`src/rtl/uop_fetch_wide.sv`:
```
// Wide uop fetch stage: reads FETCH_WIDTH-slot bundles from the uop buffer and
// registers them toward decode, with redirect, empty detection and a hardware loop.
module uop_fetch_wide #(
  parameter int unsigned UOP_BUF_SIZE = 64,
  parameter int unsigned FETCH_WIDTH  = 2,
  parameter int unsigned INSTR_W      = 64,
  parameter int unsigned LOOP_CNT_W   = 8,
  localparam int unsigned AW = $clog2(UOP_BUF_SIZE),
  localparam int unsigned BW = FETCH_WIDTH * INSTR_W
) (
  input  logic                  clk,
  input  logic                  reset,
  input  logic                  clear,
  input  logic                  redirect,
  input  logic [AW-1:0]         redirect_addr,
  input  logic                  enabled,
  input  logic                  next_enabled,
  input  logic                  prev_valid,
  output logic                  stalled,
  input  logic                  next_stalled,
  output logic                  valid,
  output logic [AW-1:0]         uop_addr,
  input  logic [AW-1:0]         uop_tail,
  input  logic [BW-1:0]         uop_data,
  input  logic [FETCH_WIDTH-1:0] uop_mask,
  output logic [BW-1:0]         instr_out,
  output logic [FETCH_WIDTH-1:0] slot_valid,
  input  logic                  loop_en,
  input  logic                  loop_start_req,
  input  logic [AW-1:0]         loop_begin,
  input  logic [AW-1:0]         loop_end,
  input  logic [LOOP_CNT_W-1:0] loop_count,
  output logic                  loop_active,
  output logic [31:0]           fetch_count
);

  logic                  empty_c;
  logic                  fire_c;
  logic                  jump_c;
  logic [AW-1:0]         next_addr_c;
  logic [AW-1:0]         loop_begin_q;
  logic [AW-1:0]         loop_end_q;
  logic [LOOP_CNT_W-1:0] loop_cnt_q;

  // Fetch decision and next read address; power-of-two size makes +1 wrap naturally.
  always_comb begin
    empty_c     = (uop_addr == uop_tail);
    fire_c      = enabled && prev_valid && !empty_c && (!valid || !next_stalled);
    jump_c      = loop_active && (uop_addr == loop_end_q);
    next_addr_c = jump_c ? loop_begin_q : AW'(uop_addr + AW'(1));
  end

  assign stalled = prev_valid && next_stalled && valid;

  // Output register, read pointer, loop state and perf counter.
  always_ff @(posedge clk or negedge reset) begin
    if (!reset) begin
      uop_addr     <= '0;
      valid        <= 1'b0;
      slot_valid   <= '0;
      instr_out    <= '0;
      loop_active  <= 1'b0;
      loop_begin_q <= '0;
      loop_end_q   <= '0;
      loop_cnt_q   <= '0;
      fetch_count  <= '0;
    end else if (redirect) begin
      uop_addr    <= redirect_addr;
      valid       <= 1'b0;
      slot_valid  <= '0;
      loop_active <= 1'b0;
    end else if (clear) begin
      uop_addr    <= '0;
      valid       <= 1'b0;
      slot_valid  <= '0;
      loop_active <= 1'b0;
      fetch_count <= '0;
    end else begin
      if (fire_c) begin
        instr_out   <= uop_data;
        slot_valid  <= uop_mask;
        valid       <= 1'b1;
        fetch_count <= fetch_count + 32'd1;
        uop_addr    <= next_addr_c;
        if (jump_c) begin
          loop_cnt_q <= LOOP_CNT_W'(loop_cnt_q - LOOP_CNT_W'(1));
          if (loop_cnt_q == LOOP_CNT_W'(1)) loop_active <= 1'b0;
        end
      end else if (next_enabled && !next_stalled) begin
        valid      <= 1'b0;
        slot_valid <= '0;
      end
      // A new arm overrides any counter update from a same-cycle backward jump.
      if (loop_start_req) begin
        loop_begin_q <= loop_begin;
        loop_end_q   <= loop_end;
        loop_cnt_q   <= loop_count;
        loop_active  <= loop_en && (loop_count != '0);
      end
    end
  end

endmodule
```
`config.mk`:
```
export PLATFORM = sky130hd
export DESIGN_NAME = uop_fetch_wide
export DESIGN_NICKNAME = d
export VERILOG_FILES = /design/src/rtl/uop_fetch_wide.sv
export SDC_FILE = /design/constraint.sdc
export NUM_CORES = 1
export LEC_CHECK = 0
export CORE_ASPECT_RATIO = 1.4
export CORE_MARGIN = 3
export CORE_UTILIZATION = 35
export CTS_CLUSTER_DIAMETER = 60
export DETAILED_ROUTE_END_ITERATION = 8
export DONT_BUFFER_PORTS = 1
export GPL_TIMING_DRIVEN = 0
export PLACE_DENSITY = 0.47
export REMOVE_ABC_BUFFERS = 1
export SLEW_MARGIN = 15
export SYNTH_ARGS = -nofsm -noshare
export SYNTH_HDL_FRONTEND = slang
export SYNTH_SLANG_ARGS = --single-unit
```
`constraint.sdc`:
```
create_clock -name clk -period 2.2 [get_ports clk]
set_input_delay 0.22 -clock clk [delete_from_list [all_inputs] [get_ports clk]]
set_output_delay 0.22 -clock clk [all_outputs]
set_load 0.005 [all_outputs]
```
==> results.md <==
- The worst setup path is captured at a flop.
- After detailed routing, the number of vias per cell comes to 5.055.
- The total overflow left after global routing is 0.
- For the worst setup path, the data arrival time is 2540 ps.
- The clock tree root buffer cell is sky130_fd_sc_hd__clkbuf_16.
- The height of the die is 189.5 µm.
- The die width is 137.1 µm.
- Summing all multi-input logic gate instances after layout gives approximately 4000 µm².
- The count of synthesis-stage warnings from yosys is 0.
- The signal on the critical path passes through xor2_2 -> nor4_4 -> buf_4 -> a21boi_4 -> clkbuf_16 -> buf_16 -> clkbuf_16 -> nand2_4 -> nand2_1.
- Once the floorplan was initialized, standard cells occupied 35.91% of the core.
- The number of library cell types mapped by synthesis is 57.
- The library cell occupying the most area in the post-synthesis netlist is sky130_fd_sc_hd__dfrtp_1.
- The number of detailed-routing iterations run before antenna repair is 4.
- Entering global routing, the biggest net connects 191 pins.
- The final weighted congestion of routability-driven global placement is 0.7644.
- The end of the worst register-to-register path is instr_out[112].
- The routed design has 28,200 µm of wire.
- Final hold analysis gives a worst-case slack of -517.9 ps.
- STA classifies the critical path startpoint as a flop.
- The met2 track demand over resource in global routing is 32.45%.
- The leakage component of the power is 5.825 nW.
- The shortest period the worst path allows is 2211 ps.
- Of the cells placed in the final design, the portion with a size suffix greater than 1 is 20.89%.
- In the routed design, unresolved DRC markers number 0.
- The normalized max-slew margin is 35.91%.
- The number of endpoints failing setup at the final stage is 1.
- The met1 track utilization from global routing is 23.90%.
- The dominant synthesized flop cell is sky130_fd_sc_hd__dfrtp_1.
- The clock network accounts for 34.0% of the total power.
- The summed instance area of the synthesized netlist is 8422 µm².
- The highest attainable clock frequency is 0.4524 GHz.
- Relative to the synthesized area, the layout overhead comes to 43.01%.
- TritonCTS built the clock tree.
- For the worst-skew pair, the clock arrives at the later sink with an insertion delay of 430 ps.
- The post-CTS clock slew at the launch and capture registers of the worst setup and hold paths is about 70 ps.
- The cell family contributing the most delay on the critical path is buffers and inverters.
- The final routed wire length divided by cell count is 19.67 µm.
- Sorting the synthesized cells by area gives the leading types as sky130_fd_sc_hd__dfrtp_1 56%, sky130_fd_sc_hd__nand2_1 19%, sky130_fd_sc_hd__o21ai_1 1.9%.
- The finished layout holds 1,434 standard cells, fillers aside.
- The worst stage delay on the critical path is approximately 500 ps.
- In this run the worst path has a maximum fanout of 8.
- The deepest level of the CTS H-tree is 4.
- The dominant cell by count in the synthesized netlist is sky130_fd_sc_hd__nand2_1.
- The longest clock path from root to sink contains 2 buffers.
- The die covers 25,990 µm².
- The flow ran to the end, but the final reports show violations.
- For this design the top-level I/O count stands at 343.
- Fill cells in the final layout number 2,133.
- The first global-routing pass estimated 39,560 µm of wire.
- The power per standard cell area is 739.8 nW/µm².
- The minimum setup slack in the final design is -10.67 ps.
- Synthesis handed over a netlist of 926 instances.
- Across the whole layout, storage elements account for 4762 µm².
- The length in cells of the worst reg-to-reg path is 9.
- The final net count is 1,288.
- The worst register-to-register path begins at uop_addr[2].
- The final max-slew violation count was 0.
- Summed over its instances, the top area cell type makes up 56.46% of the synthesized netlist area.
- The number of global-route vias before repair is 7,085.
- The number of maximum-capacitance violations is 0.
- The floorplan has 66 rows.
- Of all flip-flops after synthesis, the portion carrying an async set or reset was 100.0%.
- The actual transition at the worst max-transition pin is 960.2 ps.
- Once placement completed, the tool counted placed cells totaling 1,194.
- After clock tree synthesis, the flow added hold-fix buffers numbering 156.
- The synthesized design contains 190 register bits.
- The required time at the endpoint of the critical path is 2530 ps.
- The peak supply drop is 0.5150 mV.
- Dividing the synthesized area by the synthesized cell count gives 9.095 µm².
- Summed over all failing endpoints, the final setup total negative slack is -10.67 ps.
- Counting the buffers created by CTS gives 17.
- The busiest metal layer after global routing is met2.
- Across all layers, the routed design uses 7,249 vias.
- Of the synthesized area, sequential elements account for 56.46%.
- The class of the tightest hold or removal check is in2async.
- The region available for standard cell placement spans 23,450 µm².
- The overall track demand over capacity in global routing is 19.37%.
- Once detail routing completed, the nets flagged for antenna violations numbered 0.
- The final setup skew is 11.53 ps.
- After the first detailed-routing iteration, the DRC count stood at 381.
- The count of buffers inserted at the top-level ports is 0.
- Setup repair after global routing could not meet its margin everywhere.
- In this run, synthesis inferred 0 flip-flops with an integrated enable.
- In this run switching power makes up approximately 28% of total power.
- The final reports fail on negative hold slack, negative setup slack.
- In this design, the critical path's most frequently occurring cell is sky130_fd_sc_hd__clkbuf_16.
- The count of endpoints failing hold in the final timing report came to 190.
- Of the available clock period, the critical path in the final layout requires 100.5%.
- The HPWL after detailed placement is between 15,000 and 20,000 µm.
- The placed standard-cell area is 8766 µm².
- The switching power of the nets is about 0.0025 W.
- Internal power comes to between 0.006 and 0.007 W.
- The number of buffer and inverter stages on the critical path is 4.
- For met3 alone, demand over resource in global routing was 5.661%.
- The standard cell with the maximum stage delay on the critical path is sky130_fd_sc_hd__dfrtp_2.
- The CTS sink count is 190.
- The commonest cells after synthesis are 417 x sky130_fd_sc_hd__nand2_1, 190 x sky130_fd_sc_hd__dfrtp_1, 32 x sky130_fd_sc_hd__o21ai_1.
- The setup slack of the worst register-to-register path is -10 ps.
- Per report_power, the combinational group accounts for 14.1% of the total.
- The total non-filler cell area in the finished layout is 12,040 µm².
- The critical path is of the reg2reg type.
- The initial antenna violation count is 2.
- The sequential cell fraction of total power is 51.9%.
through the flow:
stage	setup WS (ps)	total power (W)	hold slack (ps)	util [%]
after floorplan	-3062	0.005146	-75.59	-
after global placement	-6128	0.005457	-71.38	36.25
after detailed placement	-491.7	0.005505	-70.94	37.38
after CTS	-49.06	0.008835	-544.6	47.18
after global routing	-87.27	0.009382	-550.7	51.34
final	-10.67	0.008911	-517.9	51.36
flip-flops by register name, summed over array words and instances, names as in the netlist:
name,cells
loop_begin_q,6
loop_end_q,6
slot_valid,2
valid,1
fetch_count,32
uop_addr,6
loop_active,1
loop_cnt_q,8
instr_out,128
worst max-delay path by stage:
stage / startpoint / endpoint / depth (start not counted)
after floorplan: uop_addr[3] / loop_cnt_q[1] / 6
after global placement: uop_addr[3] / loop_cnt_q[1] / 6
after detailed placement: uop_addr[2] / fetch_count[5] / 7
after CTS: uop_addr[5] / loop_cnt_q[0] / 8
after global routing: uop_addr[2] / instr_out[50] / 9
final: uop_addr[2] / instr_out[112] / 9
layer usage:
metal / vias up / part of all wire [%]
met5: - / 0
met4: 0 / 1.8
met3: 28 / 6.3
met2: 222 / 51
met1: 3564 / 41
li1: 3435 / -
repair_timing:
item                       4_1_cts  5_1_grt
setup buffers                   13       20
hold endpoints to repair       345      190
gates cloned                     2       16
pin swaps                        4       74
gates resized for setup         15      158
setup endpoints to repair      149      117
final cells by class:
class	count	share of cell area, %
Antenna cell	3	0.06233
Clock buffer	24	4.000
Clock inverter	8	0.6753
Inverter	5	0.1558
Multi-Input combinational cell	688	32.90
Sequential cell	190	39.54
Tap cell	306	3.179
Timing Repair Buffer	210	19.49
power by group through the flow:
stage / clock network (W) / registers, W / logic [W]
2_1_floorplan: 0 / 0.00449 / 0.000658
3_3_place_gp: 0 / 0.00469 / 0.000765
3_5_place_dp: 0 / 0.00469 / 0.000811
4_1_cts: 0.00311 / 0.00463 / 0.00109
5_1_grt: 0.00326 / 0.00470 / 0.00143
6_report: 0.00303 / 0.00463 / 0.00126
kinds of logic after synthesis:
kind of cell    Yosys count  share of synthesized area [%]
simple gates            524                          25.90
flops                   190                          56.46
compound gates          125                          9.390
buf+inv                  52                          3.818
mux                      18                          2.318
xor+xnor                 13                          1.530
fa+ha+maj                 4                         0.5943
layout by cell type, fill, tap and decap left out, types with 5 or more instances in the layout:
master	count
sky130_fd_sc_hd__dfrtp_2	6
sky130_fd_sc_hd__a31oi_1	18
sky130_fd_sc_hd__nand2_1	323
sky130_fd_sc_hd__a21oi_1	20
sky130_fd_sc_hd__o21ai_2	9
sky130_fd_sc_hd__mux2i_1	6
sky130_fd_sc_hd__nand2_4	36
sky130_fd_sc_hd__clkbuf_16	27
sky130_fd_sc_hd__buf_16	6
sky130_fd_sc_hd__o21ai_1	36
sky130_fd_sc_hd__and3_1	9
sky130_fd_sc_hd__dfrtp_1	184
sky130_fd_sc_hd__dlygate4sd3_1	156
sky130_fd_sc_hd__o21ai_0	16
sky130_fd_sc_hd__and2_1	5
sky130_fd_sc_hd__mux2_2	12
sky130_fd_sc_hd__nand2_2	58
sky130_fd_sc_hd__nand4_1	16
sky130_fd_sc_hd__nand3_1	17
sky130_fd_sc_hd__nor2_1	26
sky130_fd_sc_hd__buf_6	6
sky130_fd_sc_hd__buf_4	25
Power figures use the tool's default switching activity.
